===== config.mk =====
export PLATFORM = sky130hd
export DESIGN_NAME = radix4_ntt_ctrl
export DESIGN_NICKNAME = d
export VERILOG_FILES = /design/src/rtl/ntt_pkg.sv /design/src/rtl/ntt_addr_delay.sv /design/src/rtl/radix4_ntt_ctrl.sv
export SDC_FILE = /design/constraint.sdc
export NUM_CORES = 1
export LEC_CHECK = 0
export ABC_AREA = 1
export ABC_CLOCK_PERIOD_IN_PS = 3100
export CORE_MARGIN = 10
export CORE_UTILIZATION = 50
export DETAILED_ROUTE_END_ITERATION = 12
export DONT_BUFFER_PORTS = 1
export HOLD_SLACK_MARGIN = 0.05
export PLACE_DENSITY = 0.69
export SLEW_MARGIN = 15
export SYNTH_ARGS = -nofsm -noshare
export SYNTH_HDL_FRONTEND = slang
export SYNTH_SLANG_ARGS = --single-unit

===== constraint.sdc =====
create_clock -name clk -period 3.1 [get_ports clk]
set_input_delay 0.62 -clock clk [delete_from_list [all_inputs] [get_ports clk]]
set_output_delay 0.62 -clock clk [all_outputs]
set_load 0.005 [all_outputs]

===== src/rtl/ntt_pkg.sv =====
// Shared constants for the Q = 65537 NTT core and the sequencer state encoding.
package ntt_pkg;

  localparam int unsigned LOGQ   = 17;
  localparam int unsigned Q      = 65537;
  localparam int unsigned TWOINV = 32769;

  typedef enum logic [1:0] {
    ST_IDLE  = 2'd0,
    ST_ISSUE = 2'd1,
    ST_DRAIN = 2'd2,
    ST_DONE  = 2'd3
  } ctrl_state_e;

endpackage


===== src/rtl/ntt_addr_delay.sv =====
// Fixed-depth shift register carrying {en, addr3..addr0} from the read side
// to the write-back side. Async clear empties the line so no stale write escapes.
// Ports: clk, rst (async, active-high), d (payload in), q (payload DEPTH cycles later).
module ntt_addr_delay #(
  parameter int unsigned W     = 17,
  parameter int unsigned DEPTH = 2
) (
  input  logic         clk,
  input  logic         rst,
  input  logic [W-1:0] d,
  output logic [W-1:0] q
);

  logic [W-1:0] sr [DEPTH];

  always_ff @(posedge clk or posedge rst) begin
    if (rst) begin
      for (int i = 0; i < int'(DEPTH); i++) sr[i] <= '0;
    end else begin
      sr[0] <= d;
      for (int i = 1; i < int'(DEPTH); i++) sr[i] <= sr[i-1];
    end
  end

  assign q = sr[DEPTH-1];

endmodule


===== src/rtl/radix4_ntt_ctrl.sv =====
// Stage/butterfly sequencer for the in-place radix-4 DIF NTT.
// Ports: clk, rst (async, active-high), start; busy, done, stage;
// rd_en, rd_addr0..3, tf_exp0..3 (operand read + twiddle exponents);
// wr_en, wr_addr0..3 (same addresses PIPE_LAT cycles later).
module radix4_ntt_ctrl
  import ntt_pkg::*;
#(
  parameter int unsigned LOGN   = 4,
  parameter int unsigned RD_LAT = 1,
  parameter int unsigned BF_LAT = 1,
  localparam int unsigned NS    = LOGN / 2,
  localparam int unsigned SW    = (NS > 1) ? $clog2(NS) : 1
) (
  input  logic            clk,
  input  logic            rst,
  input  logic            start,
  output logic            busy,
  output logic            done,
  output logic            rd_en,
  output logic [LOGN-1:0] rd_addr0,
  output logic [LOGN-1:0] rd_addr1,
  output logic [LOGN-1:0] rd_addr2,
  output logic [LOGN-1:0] rd_addr3,
  output logic [LOGN-1:0] tf_exp0,
  output logic [LOGN-1:0] tf_exp1,
  output logic [LOGN-1:0] tf_exp2,
  output logic [LOGN-1:0] tf_exp3,
  output logic            wr_en,
  output logic [LOGN-1:0] wr_addr0,
  output logic [LOGN-1:0] wr_addr1,
  output logic [LOGN-1:0] wr_addr2,
  output logic [LOGN-1:0] wr_addr3,
  output logic [SW-1:0]   stage
);

  localparam int unsigned PIPE_LAT = RD_LAT + BF_LAT;
  localparam int unsigned BW       = (LOGN > 2) ? LOGN - 2 : 1;
  localparam int unsigned DW       = $clog2(PIPE_LAT + 1);
  localparam int unsigned DLY_W    = 1 + 4 * LOGN;

  localparam logic [BW-1:0] B_LAST     = BW'((1 << (LOGN - 2)) - 1);
  localparam logic [DW-1:0] DRAIN_LAST = DW'(PIPE_LAT - 1);
  localparam logic [SW-1:0] STAGE_LAST = SW'(NS - 1);

  ctrl_state_e   state_q, state_d;
  logic [SW-1:0] stage_q, stage_d;
  logic [BW-1:0] b_q, b_d;
  logic [DW-1:0] dcnt_q, dcnt_d;

  logic            issue_c;
  logic [7:0]      span_sh_c, tw_sh_c;
  logic [LOGN-1:0] b_ext_c, span_c, j_c, base_c, t_c;
  logic [DLY_W-1:0] dly_q;

  // State and counter registers.
  always_ff @(posedge clk or posedge rst) begin
    if (rst) begin
      state_q <= ST_IDLE;
      stage_q <= '0;
      b_q     <= '0;
      dcnt_q  <= '0;
    end else begin
      state_q <= state_d;
      stage_q <= stage_d;
      b_q     <= b_d;
      dcnt_q  <= dcnt_d;
    end
  end

  // Next-state and counter update.
  always_comb begin
    state_d = state_q;
    stage_d = stage_q;
    b_d     = b_q;
    dcnt_d  = dcnt_q;
    case (state_q)
      ST_IDLE: begin
        if (start) begin
          state_d = ST_ISSUE;
          stage_d = '0;
          b_d     = '0;
        end
      end
      ST_ISSUE: begin
        if (b_q == B_LAST) begin
          state_d = ST_DRAIN;
          dcnt_d  = '0;
        end else begin
          b_d = b_q + BW'(1);
        end
      end
      ST_DRAIN: begin
        if (dcnt_q == DRAIN_LAST) begin
          if (stage_q == STAGE_LAST) begin
            state_d = ST_DONE;
          end else begin
            state_d = ST_ISSUE;
            stage_d = stage_q + SW'(1);
            b_d     = '0;
          end
        end else begin
          dcnt_d = dcnt_q + DW'(1);
        end
      end
      ST_DONE: begin
        state_d = ST_IDLE;
        stage_d = '0;
        b_d     = '0;
      end
      default: state_d = ST_IDLE;
    endcase
  end

  // Butterfly geometry: span is a power of two, so g/j split is a mask and
  // base = 4*(b - j) + j; twiddle step t = j * 4^stage.
  always_comb begin
    issue_c   = (state_q == ST_ISSUE);
    span_sh_c = 8'(LOGN - 2 - 2 * 32'(stage_q));
    tw_sh_c   = 8'(2 * 32'(stage_q));
    b_ext_c   = LOGN'(b_q);
    span_c    = LOGN'(1) << span_sh_c;
    j_c       = b_ext_c & (span_c - LOGN'(1));
    base_c    = ((b_ext_c - j_c) << 2) | j_c;
    t_c       = j_c << tw_sh_c;
  end

  // Registered read-side and status outputs.
  always_ff @(posedge clk or posedge rst) begin
    if (rst) begin
      busy     <= 1'b0;
      done     <= 1'b0;
      rd_en    <= 1'b0;
      rd_addr0 <= '0;
      rd_addr1 <= '0;
      rd_addr2 <= '0;
      rd_addr3 <= '0;
      tf_exp0  <= '0;
      tf_exp1  <= '0;
      tf_exp2  <= '0;
      tf_exp3  <= '0;
      stage    <= '0;
    end else begin
      busy     <= (state_q == ST_ISSUE) || (state_q == ST_DRAIN);
      done     <= (state_q == ST_DONE);
      rd_en    <= issue_c;
      rd_addr0 <= issue_c ? base_c : '0;
      rd_addr1 <= issue_c ? base_c + span_c : '0;
      rd_addr2 <= issue_c ? base_c + (span_c << 1) : '0;
      rd_addr3 <= issue_c ? base_c + (span_c << 1) + span_c : '0;
      // Output A1 carries frequency index 2, A2 index 1.
      tf_exp0  <= '0;
      tf_exp1  <= issue_c ? (t_c << 1) : '0;
      tf_exp2  <= issue_c ? t_c : '0;
      tf_exp3  <= issue_c ? (t_c << 1) + t_c : '0;
      stage    <= stage_q;
    end
  end

  // Write-back is the read request replayed after the memory+butterfly latency.
  ntt_addr_delay #(
    .W    (DLY_W),
    .DEPTH(PIPE_LAT)
  ) u_wr_delay (
    .clk(clk),
    .rst(rst),
    .d  ({rd_en, rd_addr3, rd_addr2, rd_addr1, rd_addr0}),
    .q  (dly_q)
  );

  assign {wr_en, wr_addr3, wr_addr2, wr_addr1, wr_addr0} = dly_q;

endmodule


# Yosys cells after proc, flatten, opt, wreduce, memory -nomap -nowiden
# Index checks and enable logic that the tools add are counted.
[totals]
out_inout_bits = 53
wordCells = 74
ff_bits = 73
[op_classes]
eq_ne = 11
bitwise = 2
n_mux = 24
reduce_logical = 8
n_addsub = 10
shifts = 2
[ops]
columns = ["op", "n"]
rows = [
  ["$mux W4", 7],
  ["$mux W2", 10],
  ["$add A4 B4 Y4", 4],
  ["$pmux W2 S4", 2],
  ["$ne A2 B2 Y1 const B", 5],
  ["$reduce_and A3 Y1", 3],
  ["$shl A1 B8 Y4 const A", 1],
  ["$eq A2 B2 Y1 const B", 3],
  ["$add A2 B1 Y2 const B", 2],
  ["$and A2 B4 Y4", 1],
  ["$eq A2 B1 Y1 const B", 2],
  ["$or A4 B4 Y4", 1],
  ["$pmux W2 S2", 1],
  ["$reduce_and A4 Y1", 1],
  ["$shl A4 B2 Y4", 1],
  ["$sub A4 B1 Y4 const B", 1],
  ["$mux W1", 3],
  ["$pmux W1 S3", 1],
  ["$reduce_bool A3 Y1", 1],
  ["$sub A2 B2 Y3 const A", 1],
  ["$logic_not A2 Y1", 1],
  ["$ne A2 B1 Y1 const B", 1],
  ["$reduce_bool A2 Y1", 1],
  ["$sub A2 B2 Y2", 1],
  ["2 further kinds", 2],
]

# Depth between registers and ports, before layout
# Gate-level depths: netlist of run 1.
[depth]
word_depth = 9
depth_mapped = 8
mapped_depth_nobuf = 8

# Modules after synthesis
# From an unflattened synthesis of run 1, not the netlist that was laid out.
[hier_totals]
hier_cells = 181
hier_area_um2 = 2258.4
[by_module_without_submodules]
columns = ["module", "n_inst", "area_each_um2", "seq_area_each_um2", "cells_each"]
rows = [
  ["radix4_ntt_ctrl", 1, 1276.2, 650.6, 129],
  ["ntt_addr_delay", 1, 982.2, 850.8, 52],
]

# Worst setup path after synthesis of run 1
# OpenSTA, ideal clock, no wires.
[synth_path]
path_type = "register -> register"
start = "reg state_q[0]"
end = "reg state_q[0]"
n_path_buf = 0
required_time_ns = 2.984
setup_ns = 0.116
arrival_ns = 1.094
slack_ns = 1.889
stages_incl_launch_ff = 6
path_cell_list = "dfrtp_1 inv_1 ha_1 or2_2 nand2_1 nand2_1"
[synth_via]
elab_chain_len = 3
elab_cells_between_ends = 9
classes_between = "6 x eq/ne; 1 x mux; 2 x reduce/logical"
[synth_rtl]
columns = ["item", "line", "text"]
rows = [
  ["from (decl)", "radix4_ntt_ctrl.sv:45", "ctrl_state_e state_q, state_d;"],
  ["from (signal assigned)", "radix4_ntt_ctrl.sv:63", "state_q <= state_d;"],
  ["$eq A2 B2 Y1 (tied with other cells)", "radix4_ntt_ctrl.sv:76", "case (state_q)"],
  ["$ne A2 B2 Y1 (no source line) or $ne A2 B1 Y1 (tied branches)", "--", ""],
  ["$reduce_and A3 Y1 (no source line)", "--", ""],
]
# Several ways; a longest one is shown, not always the timed one.
# A chain may end at the register's enable or synchronous reset.

# Final worst setup path of run 1
[layout_path]
start = "reg state_q[1]"
end = "reg state_q[1]"
[layout_via]
elab_chain_len = 3
elab_cells_between_ends = 9
classes_between = "6 x eq/ne; 1 x mux; 2 x reduce/logical"
[layout_rtl]
columns = ["item", "line", "text"]
rows = [
  ["$eq A2 B1 Y1 (*)", "--", ""],
  ["via issue_c", "radix4_ntt_ctrl.sv:50", "logic issue_c;"],
  ["$ne A2 B1 Y1 (no source line)", "--", ""],
  ["$reduce_and A3 Y1 (no source line)", "--", ""],
]
# Mark *: on every way through the listed nets, which the timed path passes. The rest lies on a longest branch.

==> implementation parameters, run 1 <==
Parameter                              Value

Run status
  Run status    finished clean

Clocking
  Total CTS buffers    5
  Clock slew seen by the registers of the worst setup and hold paths    0.08 ns
  Worst skew pair latency    0.29 ns
  Clock tree from TritonCTS    done
  Resize count post-CTS    0
  Post-CTS Repair Setup Buffers    0
  Level count of the clock H-tree    2
  Number of hold buffers added after CTS    0
  Clock tree sinks    48
  Clock Path Buffers    2
  Clock root buffer master    clkbuf_8

STA
  Largest clock skew in the final design    0.00425 ns
  F_max    627 MHz
  Post-route fraction of the period consumed by the critical path    51.4%
  Final total negative setup slack    0 ns
  Slew HR    37.9%
  Minimum period implied by the final worst setup slack    1.59 ns
  Count of final hold-check violations    0
  Number of pins with negative max-slew slack in the final report    0
  Setup repair after global routing missed its margin    false
  Worst-Margin Slew    0.931 ns
  Final critical-path setup slack    1.51 ns
  Final setup violation count    0

Yosys
  Distinct cell type count of the synthesized netlist    18
  Synthesized area per cell    11.4 µm²
  Dominant cells by area after synthesis    dfrtp_1 63%, buf_4 13%, nand2_1 6.5%
  Number of enable flip-flop cells after synthesis    0
  Cell count after synthesis    168
  Flip-flop cell with the highest count after synthesis    dfrtp_1
  Post-synthesis instance area    1910 µm²
  Most numerous cell types in the synthesized netlist    48 x dfrtp_1, 33 x buf_4, 33 x nand2_1, 17 x inv_1
  Cell with the most instances after synthesis    dfrtp_1
  Largest area contributor in the synthesized netlist    dfrtp_1
  Synth async-reset ratio    100%
  Top cell type's share of synthesized area    62.8%
  Sequential cell area fraction in the yosys report    62.8%
  Number of synthesized register bits    48
  Warnings from Yosys    0

Global routing
  GRT Resource Usage Total    8.89%
  Vias in the first global route    968
  Number of antenna violations at the first check in global routing    0
  Remaining Overflow, GRT    0
  Largest net degree at the start of global routing    49
  Wire length of the first global-routing pass    4470 µm

Route
  Detailed-routing iteration count for the pre-antenna-repair pass    4
  Routed Antenna Nets    0
  Met1 layer wirelength in the final routing    1060 µm
  WL final    2830 µm
  Top layer in use    met4
  Via density    4.62
  Met3 wire len    283 µm
  Routed met2 length    1420 µm
  Via count    906
  DRC viols    0
  DRT iter0 DRCs    21
  Post-detailed-route wirelength per cell    14.4 µm

Worst setup path
  CP max-delay cell    ha_1
  Critical path launch point type    flop
  Required time of the worst setup path    3.30 ns
  Critical path's top delay family    adder cells
  Crit-path max cell delay    0.46 ns
  Crit-path max FO    14
  Arrival time worst endpoint    1.79 ns
  Kind of end point of the critical path    flop
  CP Cell Sequence    inv_1 > ha_1 > nand2_1 > inv_1 > nor2_2 > nand2_1 > nand2_1
  CP dominant cell by count    nand2_1
  CP bufs+invs    2
  Setup CP Type    reg2reg

Power
  Final total power    1.68 mW
  P_leak    1.04 nW
  Total power density per cell area    918 nW/µm²
  Maximum ir drop on the vdd rail    0.242 mV

Die
  Starting Density    51.8%
  Std-Cell Core Area    3690 µm²
  Die Span X    81.8 µm
  Die area    6700 µm²
  Die Span Y    81.8 µm
  I/O pin total    56
  Number of cell rows    22

Worst hold path
  Class of the most critical hold timing path    reg2reg

Placed design
  Worst Setup Slack post-DPL    1.52 ns
  Number of buffers inserted by port buffering    0
  Final estimated routing congestion in global placement    0.849
  Half-perimeter wire length after detailed placement    2120 µm

Cells and area
  ANT cells    0
  Area delta synth->final    -4.12%
  Filler Cell Count    326
  Layout cell share with drive strength beyond 1    10.8%
  Nets    159

Flow run
  Max-cap check violation count    0
per-stage QoR:
| stage | cells | instance area [µm²] | hold slack, ns | util, % |
|---|---|---|---|---|
| 2_1_floorplan | 174 | 1930 | 0.331 | - |
| 3_3_place_gp | 188 | 1740 | 0.332 | 47.0 |
| 3_5_place_dp | 188 | 1740 | 0.335 | 47.0 |
| 4_1_cts | 196 | 1830 | 0.355 | 49.7 |
| 5_1_grt | 196 | 1830 | 0.364 | 49.7 |
| 6_report | 196 | 1830 | 0.353 | 49.7 |
metal layers:
metal / vias to the layer above / global-route usage (%)
met2: 31 / 16.2
met3: 8 / 3.82
li1: 425 / -
met4: 0 / 5.78
met5: - / 0
met1: 442 / 7.73
flip-flops by register name, indices dropped and copies added (netlist names):
register	flops
stage_q	1
rd_addr2	3
tf_exp3	3
rd_addr3	3
done	1
u_wr_delay.q	11
rd_addr1	1
state_q	2
tf_exp2	2
dcnt_q	2
b_q	2
stage	1
rd_en	1
busy	1
rd_addr0	3
u_wr_delay.sr	11
final cells by class:
cell class,count,area (µm²),share of cell area [%]
Multi-Input combinational cell,75,410,22.4
Inverter,17,63.8,3.48
Clock buffer,6,82.6,4.51
Clock inverter,2,15.0,0.819
Sequential cell,48,1200,65.5
Tap cell,48,60.1,3.28
cells by family after synthesis:
kind of cell	synth area share, %
simple gates	12.8
buf+inv	16.9
flops	62.8
fa+ha+maj	5.89
compound gates	1.44
other cells	0.196
final timing paths:
path | startpoint | endpoint | slack [ns] | cells past startpoint
setup / recovery | state_q[1] | state_q[1] | 1.51 | 7
hold / removal | u_wr_delay.sr[25] | u_wr_delay.q[0] | 0.35 | 0
setup reg to reg | state_q[1] | state_q[1] | 1.51 | 7
hold reg to reg | u_wr_delay.sr[25] | u_wr_delay.q[0] | 0.35 | 0
max in group asynchronous | rst | rd_addr3[2] | 2.12 | 1
min in group asynchronous | rst | u_wr_delay.q[16] | 0.41 | 1
power breakdown:
| part | switching (mW) | internal (mW) | leakage, nW | total, mW |
|---|---|---|---|---|
| Clock | 0.194 | 0.180 | 0.0434 | 0.374 |
| Combinational | 0.244 | 0.129 | 0.361 | 0.373 |
| Sequential | 0.135 | 0.799 | 0.638 | 0.935 |
| Total | 0.573 | 1.11 | 1.04 | 1.68 |
layout by cell type (no fill, tap or decap):
cell type and n:
o21ai_1 1, clkbuf_8 6, conb_1 7, clkinvlp_4 2, nand2_4 1, nand2_2 3, ha_1 9, inv_2 1
nand3_1 2, nand4_1 1, or2_2 1, nand2_1 33, dfrtp_1 48, nor2_2 2, or2_1 1, o21bai_1 3
nor2_1 9, inv_1 16, nand3b_1 2
No activity file was read; power rests on OpenSTA's default activity.
==> inputs of run 2 (changes only) <==
- ABC_CLOCK_PERIOD_IN_PS: 3100 -> 1550
- clock period: 3.1 -> 1.55 ns (I/O delays scaled with it)
==> implementation parameters, run 2 (synthesis results as in run 1) <==
Parameter                              Value

Run status
  Run status    finished clean (unchanged)

Cells and area
  Layout cell share with drive strength beyond 1    11.9% (was 10.8%)
  FF/Latch Area    1200 µm² (unchanged)
  Most common library cell in the layout ignoring fill and taps    dfrtp_1 (unchanged)
  Area delta synth->final    -0.916% (was -4.12%)
  Most frequent cells in the layout    48 x dfrtp_1, 33 x nand2_1, 16 x inv_1 (unchanged)
  Filler Cell Count    335 (was 326)
  Fin cells    199 (was 196)
  Multi-input logic area    410 µm² (unchanged)
  Non-Filler Cell Area, Final    1890 µm² (was 1830 µm²)
  Nets    162 (was 159)
  ANT cells    0 (unchanged)

Worst setup path
  Startpoint of the most critical register-to-register path    state_q[1] (unchanged)
  Crit-path max cell delay    0.42 ns (was 0.46 ns)
  CP Cell Sequence    inv_1 > ha_1 > nand2_1 > inv_1 > nor2_2 > nand2_1 > nand2_1 (unchanged)
  Slack of the worst reg-to-reg path    0.14 ns (was 1.51 ns)
  CP bufs+invs    2 (unchanged)
  Reg2Reg Capture Point    state_q[0] (was state_q[1])
  CP dominant cell by count    nand2_1 (unchanged)
  Arrival time worst endpoint    1.59 ns (was 1.79 ns)
  Worst reg-to-reg path cell count    7 (unchanged)
  Critical Path End    state_q[0] (was state_q[1])
  Critical path's top delay family    flip-flops (was adder cells)
  CP max-delay cell    dfrtp_1 (was ha_1)
  Kind of end point of the critical path    flop (unchanged)
  Setup CP Type    reg2reg (unchanged)
  Critical path launch point type    flop (unchanged)
  Crit-path max FO    6 (was 14)
  Instance count on the critical path    7 (unchanged)
  Beginning of the critical path    state_q[1] (unchanged)
  Required time of the worst setup path    1.74 ns (was 3.30 ns)

Power
  Total power density per cell area    1890 nW/µm² (was 918 nW/µm²)
  P_leak    1.08 nW (was 1.04 nW)
  Final total power    3.57 mW (was 1.68 mW)
  Maximum ir drop on the vdd rail    0.545 mV (was 0.242 mV)

STA
  Largest clock skew in the final design    0.00222 ns (was 0.00425 ns)
  Post-route fraction of the period consumed by the critical path    90.8% (was 51.4%)
  Minimum period implied by the final worst setup slack    1.41 ns (was 1.59 ns)
  Count of final hold-check violations    0 (unchanged)
  Final setup violation count    0 (unchanged)
  F_max    711 MHz (was 627 MHz)
  Final total negative setup slack    0 ns (unchanged)
  Number of pins with negative max-slew slack in the final report    0 (unchanged)
  Final critical-path setup slack    0.143 ns (was 1.51 ns)
  Setup repair after global routing missed its margin    false (unchanged)

Clocking
  Post-CTS Repair Setup Buffers    0 (unchanged)
  Clock root buffer master    clkbuf_8 (unchanged)
  Clock Path Buffers    2 (unchanged)
  Clock slew seen by the registers of the worst setup and hold paths    0.08 ns (about the same)
  Worst skew pair latency    0.29 ns (about the same)
  Total CTS buffers    5 (unchanged)
  Clock tree from TritonCTS    done (unchanged)
  Clock tree sinks    48 (unchanged)
  Level count of the clock H-tree    2 (unchanged)

Global routing
  Remaining Overflow, GRT    0 (unchanged)
  Largest net degree at the start of global routing    31 (was 49)
  Vias in the first global route    999 (was 968)
  GRT Resource Usage Total    8.80% (was 8.89%)
  Busiest layer in global routing    met2 (unchanged)
  Wire length of the first global-routing pass    4530 µm (was 4470 µm)
  Met3 GRT Util    3.49% (was 3.82%)
  GR Layer Usage met2    15.8% (was 16.2%)
  Routing usage on met1    8.42% (was 7.73%)
  Number of antenna violations at the first check in global routing    0 (unchanged)

Die
  Die area    6700 µm² (unchanged)
  Die Span Y    81.8 µm (unchanged)
  Number of cell rows    22 (unchanged)
  Std-Cell Core Area    3690 µm² (unchanged)
  I/O pin total    56 (unchanged)
  Starting Density    51.8% (unchanged)
  Die Span X    81.8 µm (unchanged)

Route
  Via count    899 (was 906)
  DRC viols    0 (unchanged)
  DRT iter0 DRCs    33 (was 21)
  Via density    4.52 (was 4.62)
  Detailed-routing iteration count for the pre-antenna-repair pass    4 (unchanged)
  WL final    2860 µm (was 2830 µm)
  Post-detailed-route wirelength per cell    14.3 µm (was 14.4 µm)
  Routed Antenna Nets    0 (unchanged)

Placed design
  Final estimated routing congestion in global placement    0.864 (was 0.849)
  Number of buffers inserted by port buffering    0 (unchanged)
  Worst Setup Slack post-DPL    0.164 ns (was 1.52 ns)
  # placed instances    190 (was 188)
  DP Area    1760 µm² (was 1740 µm²)
  Half-perimeter wire length after detailed placement    2140 µm (was 2120 µm)

Flow run
  Max-cap check violation count    0 (unchanged)

Worst hold path
  Class of the most critical hold timing path    reg2reg (unchanged)
-- run 2: layer usage --
layer	part of all wire (%)	wire length [µm]	up-vias
met4	0.95	27	0
met3	8.9	255	6
li1	-	-	427
met2	53	1510	34
met5	0	0	-
met1	37	1060	432
-- run 2: area by class of cell --
cell class,instances,area share (%)
sequential,48,63.4
multi-input combinational,75,21.7
clock buffer,6,4.36
inverter,17,3.37
tap,48,3.17
clock inverter,2,2.05
timing repair buffer,3,1.98
-- run 2: worst register-to-register path, stage by stage (launching register included) --
cell	delay [ns]
dfrtp_1	0.42
inv_1	0.16
ha_1	0.29
nand2_1	0.17
inv_1	0.10
nor2_2	0.05
nand2_1	0.06
nand2_1	0.05
-- run 2: how the worst min path moves through the flow --
| stage | startpoint | end | slack, ns | depth (start not counted) |
|---|---|---|---|---|
| 6_report | u_wr_delay.sr[22] | u_wr_delay.q[5] | 0.35 | 0 |
| 5_1_grt | u_wr_delay.sr[33] | u_wr_delay.q[16] | 0.37 | 0 |
| 4_1_cts | start | stage_q | 0.35 | 4 |
| 3_5_place_dp | rst | done | 0.21 | 1 |
| 3_3_place_gp | rst | u_wr_delay.sr[33] | 0.21 | 1 |
| 2_1_floorplan | u_wr_delay.sr[25] | u_wr_delay.q[0] | 0.33 | 0 |
-- run 2: what timing repair did --
item	4_1_cts	5_1_grt
gates resized for setup	0	0
hold buffers	1	0
endpoints found under the hold margin	18	0
-- run 2: through the flow --
stage                     hold slack, ns  utilization (%)
after floorplan                    0.331                -
after global placement             0.205             47.8
after detailed placement           0.211             47.8
after CTS                          0.348             51.4
after global routing               0.365             51.4
final                              0.351             51.4
-- run 2: report_power, final --
| group | leakage (nW) | internal, mW | total (mW) | switching [mW] |
|---|---|---|---|---|
| registers | 0.638 | 1.60 | 1.87 | 0.266 |
| clock network | 0.0614 | 0.527 | 0.914 | 0.387 |
| logic | 0.380 | 0.282 | 0.793 | 0.511 |
| total | 1.08 | 2.41 | 3.57 | 1.16 |
==> inputs of run 3 (changes only) <==
--- a/config.mk
+++ b/config.mk
@@ -12,8 +12,9 @@
 export DETAILED_ROUTE_END_ITERATION = 12
 export DONT_BUFFER_PORTS = 1
-export HOLD_SLACK_MARGIN = 0.05
+export HOLD_SLACK_MARGIN = 0.08
 export PLACE_DENSITY = 0.69
 export SLEW_MARGIN = 15
 export SYNTH_ARGS = -nofsm -noshare
 export SYNTH_HDL_FRONTEND = slang
+export SYNTH_HIERARCHICAL = 1
 export SYNTH_SLANG_ARGS = --single-unit
==> constraint.sdc (replaced) <==
create_clock -name clk -period 1.55 [get_ports clk]
set_input_delay 0.31 -clock clk [delete_from_list [all_inputs] [get_ports clk]]
set_output_delay 0.31 -clock clk [all_outputs]
set_load 0.05 [all_outputs]
==> implementation parameters, run 3 <==
Parameter                              Value

Run status
  Run status    finished clean (unchanged)

Yosys
  Number of enable flip-flop cells after synthesis    0 (unchanged)
  Flip-flop cell with the highest count after synthesis    dfrtp_1 (unchanged)
  Sequential cell area fraction in the yosys report    66.5% (was 62.8%)
  Top cell type's share of synthesized area    66.5% (was 62.8%)
  Number of synthesized register bits    60 (was 48)
  Warnings from Yosys    6 (was 0)
  Most numerous cell types in the synthesized netlist    60 x dfrtp_1, 34 x buf_4, 24 x nand2_1, 14 x inv_1 (was 48 x dfrtp_1, 33 x buf_4, 33 x nand2_1, 17 x inv_1)
  Post-synthesis instance area    2260 µm² (was 1910 µm²)
  Dominant cells by area after synthesis    dfrtp_1 66%, buf_4 11%, ha_1 5.0% (was dfrtp_1 63%, buf_4 13%, nand2_1 6.5%)
  Synth async-reset ratio    100% (unchanged)
  Cell count after synthesis    181 (was 168)
  Synthesized area per cell    12.5 µm² (was 11.4 µm²)
  Largest area contributor in the synthesized netlist    dfrtp_1 (unchanged)
  Distinct cell type count of the synthesized netlist    20 (was 18)
  Cell with the most instances after synthesis    dfrtp_1 (unchanged)

Global routing
  Vias in the first global route    1131 (was 999)
  Remaining Overflow, GRT    0 (unchanged)
  Number of antenna violations at the first check in global routing    0 (unchanged)
  Wire length of the first global-routing pass    5420 µm (was 4530 µm)
  Largest net degree at the start of global routing    35 (was 31)
  GRT Resource Usage Total    9.51% (was 8.80%)

Placed design
  DP Area    2180 µm² (was 1760 µm²)
  Final estimated routing congestion in global placement    0.810 (was 0.864)
  Half-perimeter wire length after detailed placement    2440 µm (was 2140 µm)
  Number of buffers inserted by port buffering    0 (unchanged)

Worst setup path
  CP dominant cell by count    nand2_1 (unchanged)
  CP bufs+invs    2 (unchanged)
  Crit-path max FO    11 (was 6)
  Required time of the worst setup path    1.81 ns (was 1.74 ns)
  Setup CP Type    reg2reg (unchanged)
  Crit-path max cell delay    0.39 ns (was 0.42 ns)
  Critical path launch point type    flop (unchanged)
  CP Cell Sequence    inv_1 > ha_1 > buf_4 > or2_1 > nand3_1 > nand2_1 > nand2_1 (was inv_1 > ha_1 > nand2_1 > inv_1 > nor2_2 > nand2_1 > nand2_1)
  Critical path's top delay family    simple AND/OR/NAND/NOR gates (was flip-flops)
  CP max-delay cell    dfrtp_1 (unchanged)
  Arrival time worst endpoint    1.66 ns (was 1.59 ns)
  Kind of end point of the critical path    flop (unchanged)

Power
  Final total power    5.54 mW (was 3.57 mW)
  Maximum ir drop on the vdd rail    0.811 mV (was 0.545 mV)
  P_leak    1.32 nW (was 1.08 nW)
  Total power density per cell area    2330 nW/µm² (was 1890 nW/µm²)

Cells and area
  Area delta synth->final    5.04% (was -0.916%)
  Most frequent cells in the layout    58 x dfrtp_1, 24 x nand2_1, 14 x inv_1 (was 48 x dfrtp_1, 33 x nand2_1, 16 x inv_1)
  Nets    186 (was 162)
  Layout cell share with drive strength beyond 1    21.8% (was 11.9%)
  ANT cells    0 (unchanged)
  Most common library cell in the layout ignoring fill and taps    dfrtp_1 (unchanged)
  Non-Filler Cell Area, Final    2370 µm² (was 1890 µm²)

Clocking
  Worst skew pair latency    0.32 ns (was 0.29 ns)
  Clock tree sinks    60 (was 48)
  Level count of the clock H-tree    3 (was 2)
  Resize count post-CTS    0 (unchanged)
  Total CTS buffers    9 (was 5)
  Clock tree from TritonCTS    done (unchanged)
  Clock Path Buffers    2 (unchanged)
  Clock slew seen by the registers of the worst setup and hold paths    0.06 ns (was 0.08 ns)
  Clock root buffer master    clkbuf_8 (unchanged)

Die
  I/O pin total    56 (unchanged)
  Die Span Y    87.2 µm (was 81.8 µm)
  Std-Cell Core Area    4350 µm² (was 3690 µm²)
  Starting Density    51.9% (was 51.8%)
  Die area    7600 µm² (was 6700 µm²)
  Die Span X    87.2 µm (was 81.8 µm)
  Number of cell rows    24 (was 22)

STA
  F_max    716 MHz (was 711 MHz)
  Setup repair after global routing missed its margin    false (unchanged)
  Post-route fraction of the period consumed by the critical path    90.2% (was 90.8%)
  Number of pins with negative max-slew slack in the final report    0 (unchanged)
  Largest clock skew in the final design    0.00465 ns (was 0.00222 ns)
  Final setup violation count    0 (unchanged)
  Minimum period implied by the final worst setup slack    1.40 ns (was 1.41 ns)
  Count of final hold-check violations    0 (unchanged)
  Final total negative setup slack    0 ns (unchanged)

Route
  Detailed-routing iteration count for the pre-antenna-repair pass    4 (unchanged)
  DRC viols    0 (unchanged)
  DRT iter0 DRCs    28 (was 33)
  Via count    1017 (was 899)
  Routed Antenna Nets    0 (unchanged)
  Post-detailed-route wirelength per cell    13.9 µm (was 14.3 µm)
  WL final    3210 µm (was 2860 µm)
  Via density    4.40 (was 4.52)

Worst hold path
  Class of the most critical hold timing path    in2reg (was reg2reg)

Flow run
  Max-cap check violation count    0 (unchanged)
run 3: cell type report:
cell class | instances | area, µm²
Clock buffer | 11 | 131
Fill cell | 376 | 1980
Inverter | 18 | 67.6
Multi-Input combinational cell | 73 | 434
Timing Repair Buffer | 12 | 118
Clock inverter | 5 | 52.6
Sequential cell | 60 | 1500
Tap cell | 52 | 65.1
run 3: report_power, final:
group	internal, mW	total [mW]	switching (mW)
sequential	1.98	2.88	0.908
combinational	0.381	1.37	0.993
clock	0.734	1.28	0.543
run 3: logic make-up after synthesis:
kind of cell    after synthesis  share of synthesized area [%]
compound gates                9                           2.33
fa+ha+maj                     9                           4.99
buf+inv                      54                           15.3
flops                        60                           66.5
other cells                   1                          0.166
simple gates                 48                           10.7
run 3: timing repair:
action,CTS,global route
endpoints found under the hold margin,60,0
setup buffers,0,0
hold buffers,1,0
run 3: worst paths after layout:
kind                            slack, ns               from  cells past startpoint                 to
max in group asynchronous            0.74                rst                      3  u_wr_delay/sr[17]
worst min register to register       0.35  u_wr_delay/sr[26]                      0    u_wr_delay/q[9]
worst max register to register       0.15         state_q[1]                      7          dcnt_q[1]
worst min-delay path                 0.33              start                      4            stage_q
worst max-delay path                 0.15         state_q[1]                      7          dcnt_q[1]
min in group asynchronous            0.51                rst                      3         tf_exp2[3]
run 3: routing by layer:
layer	vias up	part of all wire (%)	track usage (%)
met5	-	0	0
met4	0	1.2	6.23
met3	5	11	5.71
met2	29	55	15.9
met1	487	33	8.38
li1	496	-	-
run 3: metrics by stage:
step	hold WS [ns]	setup slack, ns	util (%)	cells
floorplan	0.331	0.270	-	187
global placement	0.273	0.230	50.0	214
detailed placement	0.282	0.174	50.0	214
CTS	0.314	0.159	54.5	231
global route	0.334	0.0272	54.5	231
finish	0.329	0.153	54.5	231
run 3: worst reg2reg max path: cells and delay by family, from the launching register on:
family / cells / cell delay [ns]
AND/OR/NAND/NOR: 4 / 0.44
buffers and inverters: 2 / 0.31
adder cells (fa/ha/maj): 1 / 0.21
flip-flops: 1 / 0.39
